<file path="src/rtl/serial_word_tx_pkg.sv">
// serial_word_tx_pkg: shared types and widths for the serial word transmitter.
//   state_e    : frame sequencer states
//   GAP_CNT_W  : inter-frame gap counter width (GAP_CYCLES up to 15)
//   bit_cnt_w(): bit counter width for a given word width
package serial_word_tx_pkg;

    typedef enum logic [1:0] {
        IDLE  = 2'd0,
        SHIFT = 2'd1,
        GAP   = 2'd2
    } state_e;

    localparam int unsigned GAP_CNT_W = 4;

    // Bit counter spans 0..width-1; words are at least 2 bits wide.
    function automatic int unsigned bit_cnt_w(input int unsigned width);
        return (width < 2) ? 1 : $clog2(width);
    endfunction

endpackage

</file>
<file path="src/rtl/serial_word_tx_shreg.sv">
// serial_word_tx_shreg: WIDTH-bit load/shift register feeding the serial line.
//   clk, rst_n : clock, async active-low clear
//   load       : capture d (head bit already consumed, see below)
//   shift      : advance one bit toward the serial end
//   lsb_first  : 1 shifts right (LSB leaves first), 0 shifts left
//   d          : parallel word
//   sout       : bit that goes on the line at the next shift
module serial_word_tx_shreg #(
    parameter int unsigned WIDTH = 8
) (
    input  logic             clk,
    input  logic             rst_n,
    input  logic             load,
    input  logic             shift,
    input  logic             lsb_first,
    input  logic [WIDTH-1:0] d,
    output logic             sout
);

    logic [WIDTH-1:0] q;

    // The first bit is launched straight from d on the load edge, so the
    // register stores the word already advanced by one position.
    always_ff @(posedge clk or negedge rst_n) begin
        if (!rst_n) begin
            q <= '0;
        end else if (load) begin
            q <= lsb_first ? (d >> 1) : (d << 1);
        end else if (shift) begin
            q <= lsb_first ? (q >> 1) : (q << 1);
        end
    end

    assign sout = lsb_first ? q[0] : q[WIDTH-1];

endmodule

</file>
<file path="src/rtl/serial_word_tx.sv">
// serial_word_tx: valid/ready parallel-to-serial framer, one word per frame.
//   CLK, RN  : clock (rising edge), async active-low reset
//   D        : parallel word, sampled on the accepting edge
//   D_VALID  : producer offers D
//   D_READY  : combinational from registered state; word accepted this edge
//   SO       : serial data, idles at 1
//   SO_EN    : SO carries a data bit
//   SO_LAST  : final bit of the frame
//   BUSY     : frame or inter-frame gap in progress
module serial_word_tx
    import serial_word_tx_pkg::*;
#(
    parameter int unsigned WIDTH      = 8,
    parameter int unsigned LSB_FIRST  = 0,
    parameter int unsigned GAP_CYCLES = 1
) (
    input  logic             CLK,
    input  logic             RN,
    input  logic [WIDTH-1:0] D,
    input  logic             D_VALID,
    output logic             D_READY,
    output logic             SO,
    output logic             SO_EN,
    output logic             SO_LAST,
    output logic             BUSY
);

    localparam int unsigned BIT_CNT_W = bit_cnt_w(WIDTH);
    localparam logic [BIT_CNT_W-1:0] BIT_LAST = BIT_CNT_W'(WIDTH - 1);
    localparam logic [GAP_CNT_W-1:0] GAP_LAST =
        GAP_CNT_W'((GAP_CYCLES == 0) ? 0 : GAP_CYCLES - 1);
    localparam bit HAS_GAP = (GAP_CYCLES != 0);

    state_e                 state_q, state_d;
    logic [BIT_CNT_W-1:0]   bit_cnt_q, bit_cnt_d;
    logic [GAP_CNT_W-1:0]   gap_cnt_q, gap_cnt_d;
    logic                   accept;
    logic                   shift;
    logic                   sout;
    logic                   d_head;
    logic                   so_d, so_en_d, so_last_d, busy_d;

    assign accept = D_VALID & D_READY;
    assign d_head = (LSB_FIRST != 0) ? D[0] : D[WIDTH-1];

    serial_word_tx_shreg #(
        .WIDTH (WIDTH)
    ) u_shreg (
        .clk       (CLK),
        .rst_n     (RN),
        .load      (accept),
        .shift     (shift),
        .lsb_first (LSB_FIRST != 0),
        .d         (D),
        .sout      (sout)
    );

    // Ready in IDLE and in the final cycle of a frame (last bit or last gap cycle).
    always_comb begin
        D_READY = 1'b0;
        case (state_q)
            IDLE:    D_READY = 1'b1;
            SHIFT:   D_READY = !HAS_GAP && (bit_cnt_q == BIT_LAST);
            GAP:     D_READY = (gap_cnt_q == GAP_LAST);
            default: D_READY = 1'b0;
        endcase
    end

    // State and counter registers.
    always_ff @(posedge CLK or negedge RN) begin
        if (!RN) begin
            state_q   <= IDLE;
            bit_cnt_q <= '0;
            gap_cnt_q <= '0;
        end else begin
            state_q   <= state_d;
            bit_cnt_q <= bit_cnt_d;
            gap_cnt_q <= gap_cnt_d;
        end
    end

    // Next-state logic; an accept always wins since it only occurs at frame exits.
    always_comb begin
        state_d   = state_q;
        bit_cnt_d = bit_cnt_q;
        gap_cnt_d = gap_cnt_q;
        shift     = 1'b0;
        case (state_q)
            IDLE: begin
                state_d = IDLE;
            end
            SHIFT: begin
                if (bit_cnt_q != BIT_LAST) begin
                    bit_cnt_d = bit_cnt_q + BIT_CNT_W'(1);
                    shift     = 1'b1;
                end else if (HAS_GAP) begin
                    state_d   = GAP;
                    gap_cnt_d = '0;
                end else begin
                    state_d = IDLE;
                end
            end
            GAP: begin
                if (gap_cnt_q != GAP_LAST) begin
                    gap_cnt_d = gap_cnt_q + GAP_CNT_W'(1);
                end else begin
                    state_d = IDLE;
                end
            end
            default: begin
                state_d = IDLE;
            end
        endcase
        if (accept) begin
            state_d   = SHIFT;
            bit_cnt_d = '0;
        end
    end

    // Output decode from the upcoming state; the first bit comes straight from D.
    always_comb begin
        so_d      = 1'b1;
        so_en_d   = 1'b0;
        so_last_d = 1'b0;
        busy_d    = (state_d != IDLE);
        if (state_d == SHIFT) begin
            so_en_d   = 1'b1;
            so_last_d = (bit_cnt_d == BIT_LAST);
            so_d      = accept ? d_head : sout;
        end
    end

    // Registered line outputs.
    always_ff @(posedge CLK or negedge RN) begin
        if (!RN) begin
            SO      <= 1'b1;
            SO_EN   <= 1'b0;
            SO_LAST <= 1'b0;
            BUSY    <= 1'b0;
        end else begin
            SO      <= so_d;
            SO_EN   <= so_en_d;
            SO_LAST <= so_last_d;
            BUSY    <= busy_d;
        end
    end

endmodule

</file>
<file path="config.mk">
export PLATFORM = sky130hd
export DESIGN_NAME = serial_word_tx
export DESIGN_NICKNAME = d
export VERILOG_FILES = /design/src/rtl/serial_word_tx_pkg.sv /design/src/rtl/serial_word_tx_shreg.sv /design/src/rtl/serial_word_tx.sv
export SDC_FILE = /design/constraint.sdc
export NUM_CORES = 1
export LEC_CHECK = 0
export BUFFER_PORTS_ARGS = -buffer_cell sky130_fd_sc_hd__buf_2
export CORE_AREA = 4 4 50 52
export DETAILED_ROUTE_END_ITERATION = 7
export DIE_AREA = 0 0 54 56
export GPL_ROUTABILITY_DRIVEN = 0
export GPL_TIMING_DRIVEN = 0
export PLACE_DENSITY = 0.75
export SLEW_MARGIN = 5
export SYNTH_ARGS = -nofsm -noshare
export SYNTH_HDL_FRONTEND = slang
export SYNTH_SLANG_ARGS = --single-unit
</file>
<file path="constraint.sdc">
create_clock -name CLK -period 2.25 [get_ports CLK]
set_input_delay 0.45 -clock CLK [delete_from_list [all_inputs] [get_ports CLK]]
set_output_delay 0.45 -clock CLK [all_outputs]
set_load 0.02 [all_outputs]
</file>
=== Word-level counts from Yosys, hierarchy flattened ===
Cells that the tools add are included.

* Add/subtract/negate cells: 2
* Reduce and logical (&&, ||, !) cells: 7
* Muxes and demuxes: 19
* Equality and inequality tests: 7
* Bitwise logic cells: 1

{| class="wikitable"
|+ Operator list
! cell !! count
|-
| 2-to-1 mux 8 bit || 2
|-
| 2-to-1 mux 3 bit || 3
|-
| 2-to-1 mux 4 bit || 2
|-
| case mux 4 bit (2 select lines) || 1
|-
| 2-to-1 mux 1 bit || 6
|-
| 2-to-1 mux 2 bit || 3
|-
| nonzero test 2 bit || 3
|-
| adder 4 x 1 -> 4 bit, second input constant || 1
|-
| == test 2 x 1 -> 1 bit, second input constant || 2
|-
| zero test 4 bit || 1
|-
| != test 2 bit, second input constant || 2
|-
| case mux 2 bit (2 select lines) || 1
|-
| nonzero test 4 bit || 1
|-
| adder 3 x 1 -> 3 bit, second input constant || 1
|-
| == test 3 bit, second input constant || 1
|-
| != test 3 bit, second input constant || 1
|-
| AND reduction 3 bit || 1
|-
| == test 2 bit, second input constant || 1
|-
| zero test 2 bit || 1
|-
| case mux 1 bit (2 select lines) || 1
|-
| AND 1 bit || 1
|}

* Flip-flop bits (word level): 21
* Output and inout bits: 5

=== Depth between registers and ports, before layout ===
Gate-level depths: netlist (run 1).

* Depth in word-level cells: 6
* Mapped depth: 7
* Depth with buffers taken out: 6

=== Modules after synthesis ===
A second synthesis (run 1) with hierarchy kept.

* Cells, all modules: 136
* Area total of the unflattened synthesis: 1305.0 um^2

{| class="wikitable"
|+ Modules (own cells, without submodules)
! module !! area each (um^2) !! instances !! seq. area each (um^2) !! cells an instance
|-
| serial_word_tx || 735.7 || 1 || 326.6 || 73
|-
| serial_word_tx_shreg || 569.3 || 1 || 200.2 || 63
|}

=== Worst setup path after synthesis (run 1) ===
Ideal clock, no wire load.

* Path type: register to register
* Start: register state_q[0]
* End: register SO_LAST
* Stages on the path, launching flop included: 7
* Data arrival time: 1.556 ns
* Path slack: 0.598 ns
* Period minus slack after synthesis: 1.652 ns
* Path through: dfrtp_1 inv_1 ha_1 nor4bb_1 or2_1 and2_4 nor4_2

* Cells in the longest elaborated chain, start to end: 6

{| class="wikitable"
|+ Ends and longest elaborated chain
! element !! line !! source
|-
| start: declaration || serial_word_tx.sv:34 || <nowiki>state_e state_q, state_d;</nowiki>
|-
| start signal: assignment || serial_word_tx.sv:76 || <nowiki>state_q <= state_d;</nowiki>
|-
| == test 2 bit / zero test 2 bit (equally long branches) || serial_word_tx.sv:61 || <nowiki>case (state_q)</nowiki>
|-
| case mux 1 bit (2 select lines) (*) || serial_word_tx.sv:61 ||
|-
| net D_READY || serial_word_tx.sv:21 || <nowiki>output logic D_READY,</nowiki>
|-
| AND 1 bit (*) || serial_word_tx.sv:43 || <nowiki>assign accept = D_VALID & D_READY;</nowiki>
|-
| 2-to-1 mux 3 bit / 2-to-1 mux 2 bit (equally long branches) || serial_word_tx.sv:114 || <nowiki>if (accept) begin</nowiki>
|-
| == test 3 bit / == test 2 x 1 -> 1 bit (equally long branches) || serial_word_tx.sv:128, serial_word_tx.sv:126 ||
|-
| 2-to-1 mux 1 bit (*) || serial_word_tx.sv:126 || <nowiki>if (state_d == SHIFT) begin</nowiki>
|-
| net so_last_d || serial_word_tx.sv:41 || <nowiki>logic so_d, so_en_d, so_last_d, busy_d;</nowiki>
|-
| end signal: assignment || serial_word_tx.sv:143 || <nowiki>SO_LAST <= so_last_d;</nowiki>
|-
| end: declaration || serial_word_tx.sv:24 || <nowiki>output logic SO_LAST,</nowiki>
|}

The timed path passes the listed nets; every way through them passes the cells marked *.
A chain may end at the register's enable or synchronous reset.

=== Worst setup path in the final report (run 1) ===
* Start: register state_q[0]
* End: output port D_READY

* Cells in the longest elaborated chain, start to end: 2

{| class="wikitable"
|+ Ends and longest elaborated chain
! element !! line
|-
| == test 2 bit / zero test 2 bit (equally long branches) || serial_word_tx.sv:61
|-
| case mux 1 bit (2 select lines) (*) || serial_word_tx.sv:61
|-
| end: declaration || serial_word_tx.sv:21
|}

Mark *: on every way between the ends. The rest lies on a longest branch, timed or not.

==> impl_metrics.prom, run 1 <==
# TYPE chip_impl_metric gauge
chip_impl_metric{name="netlist_instances",unit=""} 122
chip_impl_metric{name="crit_path_max_incr_delay",unit="ns"} 0.46
chip_impl_metric{name="finalWirelength",unit="µm"} 2322
chip_impl_info{name="synth_ff_type",value="dfrtp_1"} 1
chip_impl_metric{name="drt_first_iter_violations",unit=""} 22
chip_impl_metric{name="die_width",unit="µm"} 54
chip_impl_metric{name="nets",unit=""} 159
chip_impl_metric{name="synth.avg_cell_area",unit="µm²"} 8.953
chip_impl_metric{name="report.final.slew_viol_count",unit=""} 0
chip_impl_metric{name="overflow",unit=""} 0
chip_impl_metric{name="setup_violations",unit=""} 0
chip_impl_metric{name="ys_seq_area_frac",unit=""} 0.4593
chip_impl_metric{name="numClockSinks",unit=""} 20
chip_impl_info{name="synth.largest_area_cell",value="dfrtp_1"} 1
chip_impl_metric{name="worst-endpoint-required",unit="ns"} 1.80
chip_impl_metric{name="worst_ep_arrival_time",unit="ns"} 1.68
chip_impl_metric{name="yosysTopAreaCellShare",unit=""} 0.4353
chip_impl_metric{name="placement_rows",unit=""} 17
chip_impl_metric{name="cts-htree-levels",unit=""} 1
chip_impl_metric{name="first_pass_drt_iterations",unit=""} 4
chip_impl_info{name="regToRegStartpoint",value="state_q[1]$_DFF_PN0_"} 1
chip_impl_metric{name="clock_insertion_delay_worst_skew",unit="ns"} 0.31
chip_impl_metric{name="mappedNetlistArea",unit="µm²"} 1092
chip_impl_metric{name="antenna_cells",unit=""} 0
chip_impl_metric{name="grt_pass1_vias",unit=""} 875
chip_impl_metric{name="drc_errors",unit=""} 0
chip_impl_metric{name="grt_first_pass_wirelength",unit="µm"} 3877
chip_impl_info{name="worst_setup_sp",value="state_q[0]$_DFF_PN0_"} 1
chip_impl_info{name="startpoint_type",value="flip-flop"} 1
chip_impl_metric{name="final_util",unit=""} 0.6031
chip_impl_metric{name="async_flop_share",unit=""} 1.000
chip_impl_metric{name="cts_buffers",unit=""} 3
chip_impl_info{name="tritoncts",value="built"} 1
chip_impl_metric{name="area_delta_synth_final",unit="%"} 16.27
chip_impl_info{name="timing.critical_path.to_type",value="primary output"} 1
chip_impl_info{name="cts-root-buf",value="clkbuf_4"} 1
chip_impl_metric{name="setup_tns",unit="ns"} 0
chip_impl_metric{name="initial_core_utilization",unit=""} 0.5187
chip_impl_info{name="critical-path-slowest-cell",value="dfrtp_1"} 1
chip_impl_metric{name="postCtsHoldBufs",unit=""} 0
chip_impl_metric{name="hold_violations",unit=""} 0
chip_impl_metric{name="synth-edff-count",unit=""} 0
chip_impl_metric{name="clock_tree.buffer_depth",unit=""} 2
chip_impl_metric{name="post_synth_num_cell_types",unit=""} 32
chip_impl_metric{name="transition_time_at_the_pin_with_the_least_slew_margin",unit="ns"} 0.5148
chip_impl_metric{name="floorplan.die_area",unit="µm²"} 3024
chip_impl_info{name="status",value="finished clean"} 1
chip_impl_metric{name="syn-num-nets",unit=""} 139
chip_impl_metric{name="critPathMaxFanout",unit=""} 6
chip_impl_metric{name="cap_viol_max_count",unit=""} 0
chip_impl_info{name="holdCritPathClass",value="in -> async"} 1
chip_impl_metric{name="fmax",unit="MHz"} 470.5
chip_impl_metric{name="ys_seq_elements",unit=""} 20
chip_impl_metric{name="detail_route.wl_per_cell",unit="µm"} 13.74
chip_impl_metric{name="area_inside_the_core_boundary",unit="µm²"} 2106
chip_impl_metric{name="initial_antenna_violation_count",unit=""} 0
chip_impl_metric{name="hpwl",unit="µm"} 1672
chip_impl_metric{name="power.density",unit="nW/µm²"} 751.3
chip_impl_metric{name="power.ir.vdd_worst",unit="mV"} 0.4218
chip_impl_metric{name="power.leakage",unit="nW"} 0.5817
chip_impl_info{name="path_class",value="reg -> out"} 1
chip_impl_info{name="ordered_cell_list_for_the_critical_path",value="inv_1 -> ha_1 -> nor4bb_4 -> or2_1 -> buf_2"} 1
chip_impl_metric{name="num-fill-cells",unit=""} 192
chip_impl_metric{name="path_clk_slew",unit="ns"} 0.12
chip_impl_metric{name="pin_count",unit=""} 16
chip_impl_metric{name="antenna_violating_nets_post_route",unit=""} 0
chip_impl_metric{name="route.detailed.vias_per_inst",unit=""} 5.538
chip_impl_metric{name="die_h",unit="µm"} 56
chip_impl_metric{name="worst_clock_skew",unit="ns"} 0.006840
chip_impl_metric{name="placed_cells",unit=""} 165
chip_impl_info{name="synth_area_leaders",value="dfrtp_1 44%, nand2_1 7.6%, ha_1 6.9%"} 1
chip_impl_metric{name="timing.max_slew.rel_slack",unit=""} 0.6532
chip_impl_metric{name="layout_min_cycle_time",unit="ns"} 2.126
chip_impl_metric{name="synth-warning-count",unit=""} 0
chip_impl_info{name="setup_repair_after_global_routing_missed_its_margin",value="false"} 1
chip_impl_metric{name="gr-usage-all-layers",unit=""} 0.1696
chip_impl_metric{name="io_buffer_count",unit=""} 15
chip_impl_metric{name="post_layout_nonfiller_instances",unit=""} 169
chip_impl_metric{name="ratio_of_cells_with_drive_above_1_in_the_final_layout",unit=""} 0.2270
chip_impl_metric{name="final_clock_period_utilization_by_the_worst_path",unit=""} 0.9447
chip_impl_metric{name="route.vias.total",unit=""} 936
chip_impl_metric{name="grt_max_degree",unit=""} 21
[critical path: cells and delay by family (launching register included)]
family                   cells  cell delay, ns
flip-flops                   1            0.46
AND/OR/NAND/NOR              2            0.41
buffers and inverters        2            0.27
adder cells (fa/ha/maj)      1            0.23
[synth_stat cells, types with 2 or more instances]
| library cell | number |
|---|---|
| a22oi_1 | 2 |
| o21ai_0 | 8 |
| a31oi_1 | 8 |
| a21oi_1 | 6 |
| ha_1 | 6 |
| nand3_1 | 3 |
| nor3_1 | 3 |
| o32ai_1 | 2 |
| inv_1 | 8 |
| nor2_1 | 13 |
| buf_2 | 3 |
| dfrtp_1 | 19 |
| nand2_1 | 22 |
[power by group]
group	switching, mW	leakage, nW	internal [mW]
clock	0.117	0.0279	0.180
sequential	0.0349	0.253	0.410
combinational	0.126	0.300	0.0862
[through the flow]
stage	power, mW	area (µm²)	worst slack, ns	hold slack, ns
after floorplan	0.6015	1092	0.5981	0.1544
after global routing	1.004	1270	0.02115	0.08583
final	0.9541	1270	0.1245	0.06182
after detailed placement	0.6638	1202	0.3675	0.4210
after global placement	0.6537	1202	0.3974	0.4158
after CTS	0.9619	1255	0.0007704	0.06734
[registers in the layout, indices dropped and copies added, names as in the netlist]
signal     cells
BUSY           1
SO             1
SO_EN          1
SO_LAST        1
bit_cnt_q      3
gap_cnt_q      4
state_q        2
u_shreg.q      7
[final timing paths]
check | endpoint | slack [ns] | cells after the start
setup / recovery | D_READY | 0.12 | 5
hold / removal | SO_LAST$_DFF_PN0_ | 0.06 | 1
setup reg to reg | gap_cnt_q[1]$_DFFE_PN0P_ | 0.45 | 7
hold reg to reg | u_shreg.q[1]$_DFFE_PN0P_ | 0.52 | 2
max in group asynchronous | SO$_DFF_PN1_ | 1.86 | 1
min in group CLK | SO$_DFF_PN1_ | 0.37 | 3
[cell families after synthesis]
group	share of synthesized area
simple gates	0.2131
compound gates	0.1947
flops	0.4593
buf+inv	0.05612
fa+ha+maj	0.06873
xor+xnor	0.008020
[cell type report]
cell class              count  area (µm²)  area share
clock buffers               3       22.52     0.01773
inverters                   8       30.03     0.02365
well taps                  28       35.03     0.02759
plain buffers               5       31.28     0.02463
clock inverters             1       30.03     0.02365
multi-input cells          89       544.3      0.4286
flip-flops and latches     20       501.7      0.3951
repair buffers             15       75.07     0.05911
[metal layers]
layer,global-route usage,vias to the layer above,share of wire
li1,-,467,-
met1,0.2353,432,0.45
met2,0.2561,29,0.47
met3,0.02413,8,0.047
met4,0.07473,0,0.034
met5,0,-,0
[cell usage in the layout, fill, tap and decap left out, types with 3 or more instances in the layout]
cell type	count
ha_1	6
dfrtp_1	19
clkbuf_4	3
buf_2	18
o21ai_0	8
inv_1	8
a21oi_1	6
nand3_1	3
nor3_1	3
a31oi_1	8
nor2_1	13
nand2_1	22
[what timing repair did]
item | in CTS | in global routing
resized for setup | 0 | 2
endpoints found under the setup margin | 0 | 1
setup buffers | 0 | 0
Note: power is estimated with default switching activity, not from simulation.
==> run 2, diff against run 1 <==
--- a/config.mk
+++ b/config.mk
@@ -6,12 +6,15 @@
 export NUM_CORES = 1
 export LEC_CHECK = 0
 export BUFFER_PORTS_ARGS = -buffer_cell sky130_fd_sc_hd__buf_2
-export CORE_AREA = 4 4 50 52
+export CELL_PAD_IN_SITES_DETAIL_PLACEMENT = 1
+export CELL_PAD_IN_SITES_GLOBAL_PLACEMENT = 1
+export CORE_AREA = 4 4 57 59
 export DETAILED_ROUTE_END_ITERATION = 7
-export DIE_AREA = 0 0 54 56
+export DIE_AREA = 0 0 61 63
 export GPL_ROUTABILITY_DRIVEN = 0
 export GPL_TIMING_DRIVEN = 0
-export PLACE_DENSITY = 0.75
+export MAX_ROUTING_LAYER = met4
+export PLACE_DENSITY_LB_ADDON = 0.1
 export SLEW_MARGIN = 5
 export SYNTH_ARGS = -nofsm -noshare
 export SYNTH_HDL_FRONTEND = slang
==> impl_metrics.prom, run 2 (synthesized netlist as in run 1, its figures left out) <==
# TYPE chip_impl_metric gauge
chip_impl_info{name="status",value="finished clean"} 1
chip_impl_metric{name="detail_route.wl_per_cell",unit="µm"} 15.37
chip_impl_metric{name="setup_violations",unit=""} 0
chip_impl_metric{name="placement_rows",unit=""} 19
chip_impl_metric{name="wl_met3",unit="µm"} 94
chip_impl_metric{name="area_delta_synth_final",unit="%"} 20.05
chip_impl_metric{name="drt_first_iter_violations",unit=""} 39
chip_impl_metric{name="gr-usage-all-layers",unit=""} 0.1674
chip_impl_metric{name="initial_antenna_violation_count",unit=""} 0
chip_impl_metric{name="timing.max_slew.rel_slack",unit=""} 0.6967
chip_impl_metric{name="hpwl",unit="µm"} 1931
chip_impl_info{name="timing.critical_path.to_type",value="primary output"} 1
chip_impl_metric{name="worst_clock_skew",unit="ns"} 0.01829
chip_impl_metric{name="wl_met2",unit="µm"} 1292
chip_impl_metric{name="critPathMaxFanout",unit=""} 5
chip_impl_metric{name="wl_met1",unit="µm"} 1237
chip_impl_metric{name="clock_tree.buffer_depth",unit=""} 2
chip_impl_metric{name="path_clk_slew",unit="ns"} 0.13
chip_impl_metric{name="first_pass_drt_iterations",unit=""} 4
chip_impl_metric{name="antenna_cells",unit=""} 0
chip_impl_info{name="largest_register",value="u_shreg.q"} 1
chip_impl_metric{name="die_h",unit="µm"} 63
chip_impl_metric{name="postCtsHoldBufs",unit=""} 0
chip_impl_metric{name="transition_time_at_the_pin_with_the_least_slew_margin",unit="ns"} 0.4501
chip_impl_info{name="mostFrequentLayoutCells",value="22 x nand2_1, 18 x buf_2, 17 x dfrtp_1"} 1
chip_impl_metric{name="final_instance_area",unit="µm²"} 1311
chip_impl_info{name="startpoint_type",value="flip-flop"} 1
chip_impl_metric{name="route.detailed.vias_per_inst",unit=""} 5.703
chip_impl_info{name="holdCritPathClass",value="in -> async"} 1
chip_impl_metric{name="fin_worst_hold_slack",unit="ns"} 0.05401
chip_impl_metric{name="io_buffer_count",unit=""} 15
chip_impl_metric{name="overflow",unit=""} 0
chip_impl_info{name="final_common_cell",value="nand2_1"} 1
chip_impl_metric{name="layout_min_cycle_time",unit="ns"} 2.109
chip_impl_metric{name="numClockSinks",unit=""} 20
chip_impl_metric{name="grt_pass1_vias",unit=""} 1020
chip_impl_info{name="tritoncts",value="built"} 1
chip_impl_metric{name="power.density",unit="nW/µm²"} 742.5
chip_impl_metric{name="grt_first_pass_wirelength",unit="µm"} 4740
chip_impl_metric{name="route.vias.total",unit=""} 998
chip_impl_metric{name="power.leakage",unit="nW"} 0.5923
chip_impl_metric{name="worst_ep_arrival_time",unit="ns"} 1.66
chip_impl_metric{name="cap_viol_max_count",unit=""} 0
chip_impl_metric{name="area_inside_the_core_boundary",unit="µm²"} 2710
chip_impl_metric{name="nets",unit=""} 162
chip_impl_metric{name="num-fill-cells",unit=""} 335
chip_impl_metric{name="dp_area",unit="µm²"} 1206
chip_impl_info{name="cts-root-buf",value="clkbuf_4"} 1
chip_impl_metric{name="floorplan.die_area",unit="µm²"} 3843
chip_impl_info{name="path_class",value="reg -> out"} 1
chip_impl_metric{name="largest_register_ffs",unit=""} 7
chip_impl_metric{name="cts-htree-levels",unit=""} 1
chip_impl_info{name="top_layer_used",value="met4"} 1
chip_impl_metric{name="drc_errors",unit=""} 0
chip_impl_metric{name="die_width",unit="µm"} 61
chip_impl_metric{name="ratio_of_cells_with_drive_above_1_in_the_final_layout",unit=""} 0.2639
chip_impl_metric{name="grt_max_degree",unit=""} 21
chip_impl_metric{name="clock_insertion_delay_worst_skew",unit="ns"} 0.32
chip_impl_metric{name="cts_buffers",unit=""} 3
chip_impl_info{name="reg_top3",value="u_shreg.q (7), gap_cnt_q (4), bit_cnt_q (3)"} 1
chip_impl_metric{name="power.ir.vdd_worst",unit="mV"} 0.4068
chip_impl_metric{name="finalWirelength",unit="µm"} 2689
chip_impl_metric{name="final_clock_period_utilization_by_the_worst_path",unit=""} 0.9374
chip_impl_metric{name="worst-endpoint-required",unit="ns"} 1.80
chip_impl_metric{name="report.final.slew_viol_count",unit=""} 0
chip_impl_metric{name="hold_violations",unit=""} 0
chip_impl_metric{name="pin_count",unit=""} 16
chip_impl_metric{name="fmax",unit="MHz"} 474.1
chip_impl_metric{name="initial_core_utilization",unit=""} 0.4030
chip_impl_metric{name="antenna_violating_nets_post_route",unit=""} 0
-- run 2: cell count changes in the layout (fill, tap and decap cells not counted), sizes merged --
| cell | change |
|---|---|
| buf | +3 |
-- run 2: power by group --
part	switching [mW]	internal, mW
Combinational	0.134	0.0917
Clock	0.122	0.180
Sequential	0.0347	0.410
Total	0.291	0.682
-- run 2: path summary, 6_finish.rpt --
kind,start,to,slack (ns),cells after the start
min reg2reg,u_shreg.q[1]$_DFFE_PN0P_,u_shreg.q[2]$_DFFE_PN0P_,0.53,2
min in group CLK,D[7],SO$_DFF_PN1_,0.35,3
max in group asynchronous,RN,state_q[0]$_DFF_PN0_,1.84,1
min,RN,bit_cnt_q[0]$_DFF_PN0_,0.05,1
max,state_q[0]$_DFF_PN0_,D_READY,0.14,5
max reg2reg,state_q[1]$_DFF_PN0_,gap_cnt_q[1]$_DFFE_PN0P_,0.34,7
-- run 2: final cells by class --
class | instances | area, µm² | area share
Tap cell | 31 | 38.79 | 0.02958
Multi-Input combinational cell | 89 | 556.8 | 0.4246
Sequential cell | 20 | 504.2 | 0.3845
Clock buffer | 3 | 22.52 | 0.01718
Buffer | 5 | 31.28 | 0.02385
Timing Repair Buffer | 18 | 97.59 | 0.07443
Inverter | 8 | 30.03 | 0.02290
Clock inverter | 1 | 30.03 | 0.02290
-- run 2: through the flow --
stage	instances	power (mW)	setup WS, ns	TNS [ns]	utilization
floorplan	122	0.6015	0.5981	0	-
global placement	168	0.6589	0.3658	0	0.4451
detailed placement	168	0.6717	0.3278	0	0.4451
CTS	172	0.9770	0.02389	0	0.4668
global route	175	1.041	-0.009709	-0.009709	0.4838
finish	175	0.9736	0.1408	0	0.4838
-- run 2: timing repair --
item,in CTS,in global routing
pin swaps,0,2
setup endpoints to repair,1,1
buffers inserted,0,3
gates resized for setup,1,5
-- run 2: layer usage --
layer | global-route usage | up-vias
met5 | - | -
met4 | 0.07588 | 0
met3 | 0.03099 | 6
met2 | 0.2527 | 16
met1 | 0.2132 | 504
li1 | - | 472
-- run 2: critical path, cell delays in order (launching register included) --
cell and delay (ns):
dfrtp_2 0.43, inv_1 0.12, ha_4 0.17, nor4bb_4 0.30
or2_1 0.17, buf_2 0.17
==> run 3, diff against run 2 <==
==> constraint.sdc (replaced) <==
create_clock -name CLK -period 2.05 [get_ports CLK]
set_input_delay 0.41 -clock CLK [delete_from_list [all_inputs] [get_ports CLK]]
set_output_delay 0.41 -clock CLK [all_outputs]
set_load 0.02 [all_outputs]
==> impl_metrics.prom, run 3 (synthesized netlist as in run 1, its figures left out) <==
# TYPE chip_impl_metric gauge
chip_impl_metric{name="power_frac_clock",unit=""} 0.310
chip_impl_metric{name="r2r_setup_slack",unit="ns"} 0.20
chip_impl_metric{name="power.leakage",unit="nW"} 0.6162
chip_impl_metric{name="route.detailed.vias_per_inst",unit=""} 5.587
chip_impl_info{name="path_class",value="reg -> out"} 1
chip_impl_metric{name="postCtsHoldBufs",unit=""} 0
chip_impl_info{name="mostFrequentLayoutCells",value="22 x nand2_1, 18 x dfrtp_1, 16 x buf_2"} 1
chip_impl_info{name="cts-root-buf",value="clkbuf_4"} 1
chip_impl_info{name="startpoint_type",value="flip-flop"} 1
chip_impl_metric{name="io_buffer_count",unit=""} 15
chip_impl_info{name="regToRegStartpoint",value="state_q[1]$_DFF_PN0_"} 1
chip_impl_metric{name="grt_pass1_vias",unit=""} 1052
chip_impl_metric{name="numClockSinks",unit=""} 20
chip_impl_metric{name="die_h",unit="µm"} 63
chip_impl_metric{name="wl_met1",unit="µm"} 1220
chip_impl_metric{name="largest_register_ffs",unit=""} 7
chip_impl_metric{name="path_clk_slew",unit="ns"} 0.13
chip_impl_metric{name="wl_met2",unit="µm"} 1296
chip_impl_metric{name="clock_insertion_delay_worst_skew",unit="ns"} 0.32
chip_impl_info{name="largest_register",value="u_shreg.q"} 1
chip_impl_metric{name="die_width",unit="µm"} 61
chip_impl_metric{name="pin_count",unit=""} 16
chip_impl_metric{name="dp_worst_setup_slack",unit="ns"} 0.1678
chip_impl_metric{name="cap_viol_max_count",unit=""} 0
chip_impl_metric{name="hpwl",unit="µm"} 1931
chip_impl_info{name="timing.critical_path.to_type",value="primary output"} 1
chip_impl_metric{name="area_of_the_multi_input_gates",unit="µm²"} 556.8
chip_impl_metric{name="postLayoutSetupSlackWorst",unit="ns"} 0.1043
chip_impl_metric{name="switch_share",unit=""} 0.2983
chip_impl_metric{name="nets",unit=""} 166
chip_impl_metric{name="combinationalPowerShare",unit=""} 0.239
chip_impl_info{name="final_common_cell",value="nand2_1"} 1
chip_impl_metric{name="area_inside_the_core_boundary",unit="µm²"} 2710
chip_impl_info{name="reg_top3",value="u_shreg.q (7), gap_cnt_q (4), bit_cnt_q (3)"} 1
chip_impl_metric{name="layout_min_cycle_time",unit="ns"} 1.946
chip_impl_metric{name="critPathMaxFanout",unit=""} 5
chip_impl_metric{name="final_clock_period_utilization_by_the_worst_path",unit=""} 0.9491
chip_impl_metric{name="gr-usage-all-layers",unit=""} 0.1725
chip_impl_metric{name="grt_max_degree",unit=""} 21
chip_impl_metric{name="clock_tree.buffer_depth",unit=""} 2
chip_impl_metric{name="route.vias.total",unit=""} 1000
chip_impl_metric{name="initial_antenna_violation_count",unit=""} 0
chip_impl_metric{name="finalWirelength",unit="µm"} 2702
chip_impl_metric{name="hold_violations",unit=""} 0
chip_impl_metric{name="p_seq_frac",unit=""} 0.451
chip_impl_info{name="holdCritPathClass",value="in -> async"} 1
chip_impl_metric{name="placement_rows",unit=""} 19
chip_impl_metric{name="power.density",unit="nW/µm²"} 800.6
chip_impl_metric{name="floorplan.die_area",unit="µm²"} 3843
chip_impl_metric{name="fmax",unit="MHz"} 514.0
chip_impl_metric{name="drt_first_iter_violations",unit=""} 36
chip_impl_metric{name="detail_route.wl_per_cell",unit="µm"} 15.09
chip_impl_metric{name="fin_worst_hold_slack",unit="ns"} 0.01355
chip_impl_info{name="r2r_end",value="gap_cnt_q[1]$_DFFE_PN0P_"} 1
chip_impl_metric{name="ratio_of_cells_with_drive_above_1_in_the_final_layout",unit=""} 0.2838
chip_impl_metric{name="worst_clock_skew",unit="ns"} 0.01106
chip_impl_metric{name="worst_ep_arrival_time",unit="ns"} 1.54
chip_impl_metric{name="cts-htree-levels",unit=""} 1
chip_impl_info{name="top_layer_used",value="met4"} 1
chip_impl_metric{name="antenna_cells",unit=""} 0
chip_impl_metric{name="first_pass_drt_iterations",unit=""} 4
chip_impl_info{name="tritoncts",value="built"} 1
chip_impl_metric{name="area_delta_synth_final",unit="%"} 23.48
chip_impl_metric{name="power.switching",unit="mW"} 0.3221
chip_impl_metric{name="timing.max_slew.rel_slack",unit=""} 0.6730
chip_impl_metric{name="num-fill-cells",unit=""} 327
chip_impl_metric{name="seq_area",unit="µm²"} 503.0
chip_impl_metric{name="power.ir.vdd_worst",unit="mV"} 0.4446
chip_impl_info{name="status",value="finished clean"} 1
chip_impl_metric{name="drc_errors",unit=""} 0
chip_impl_metric{name="cts_buffers",unit=""} 3
chip_impl_metric{name="cellInternalPower",unit="mW"} 0.7578
chip_impl_metric{name="antenna_violating_nets_post_route",unit=""} 0
chip_impl_metric{name="report.final.slew_viol_count",unit=""} 0
chip_impl_metric{name="wl_met3",unit="µm"} 103
chip_impl_metric{name="initial_core_utilization",unit=""} 0.4030
chip_impl_metric{name="grt_first_pass_wirelength",unit="µm"} 4864
chip_impl_metric{name="overflow",unit=""} 0
chip_impl_metric{name="setup_violations",unit=""} 0
chip_impl_metric{name="worstRegToRegCells",unit=""} 7
chip_impl_metric{name="worst-endpoint-required",unit="ns"} 1.64
chip_impl_metric{name="transition_time_at_the_pin_with_the_least_slew_margin",unit="ns"} 0.4853
==> run 3: cell types whose count changed in the layout (fill, tap and decap cells not counted) <==
cell	delta
dfrtp_1	+1
buf_2	-2
buf_4	+4
clkbuf_4	+1
dfrtp_2	-1
inv_2	+1
inv_1	-1
buf_6	+1
==> run 3: power by group through the flow <==
stage	clock network (mW)	logic (mW)	registers, mW
finish	0.335	0.258	0.487
global route	0.363	0.295	0.495
CTS	0.342	0.247	0.487
detailed placement	0	0.240	0.497
global placement	0	0.230	0.493
floorplan	0	0.165	0.495
==> run 3: worst max-delay path, stage by stage, from the launching register on <==
cell	delay (ns)
dfrtp_2	0.47
ha_4	0.17
nor4bb_4	0.16
or2_1	0.27
buf_6	0.14
==> run 3: cell type report <==
type                       count  share of cell area
timing repair buffer          22             0.09926
inverter                       8             0.02226
sequential                    20              0.3729
tap                           31             0.02876
clock inverter                 1             0.02226
buffer                         5             0.02505
clock buffer                   3             0.01670
multi-input combinational     89              0.4128
==> run 3: how the worst max path moves through the flow <==
stage	from	endpoint	slack, ns	cells after the start
after global placement	state_q[0]$_DFF_PN0_	D_READY	0.21	5
after global routing	state_q[0]$_DFF_PN0_	D_READY	-0.02	5
after detailed placement	state_q[0]$_DFF_PN0_	D_READY	0.17	5
final	state_q[1]$_DFF_PN0_	D_READY	0.10	4
after floorplan	state_q[0]$_DFF_PN0_	SO_LAST$_DFF_PN0_	0.40	6
after CTS	state_q[0]$_DFF_PN0_	D_READY	0.006	5
==> run 3: repair_timing <==
item | CTS | global route
resized for setup | 2 | 7
endpoints found under the setup margin | 1 | 2
setup buffers | 3 | 4
pin swaps | 0 | 2
gates cloned | 0 | 0
==> run 3: metrics by stage <==
stage	TNS [ns]	area, µm²	total power, mW	util	std cells
6_report	0	1349	1.080	0.4977	179
5_1_grt	-0.02462	1349	1.154	0.4977	179
4_1_cts	0	1296	1.076	0.4783	175
3_5_place_dp	0	1206	0.7372	0.4451	168
3_3_place_gp	0	1206	0.7232	0.4451	168
2_1_floorplan	0	1092	0.6602	-	122
==> run 3: routing by layer <==
metal,global-route usage,vias to the layer above
met5,-,-
met4,0.08401,0
met3,0.03099,8
met2,0.2594,21
met1,0.2183,494
li1,-,477
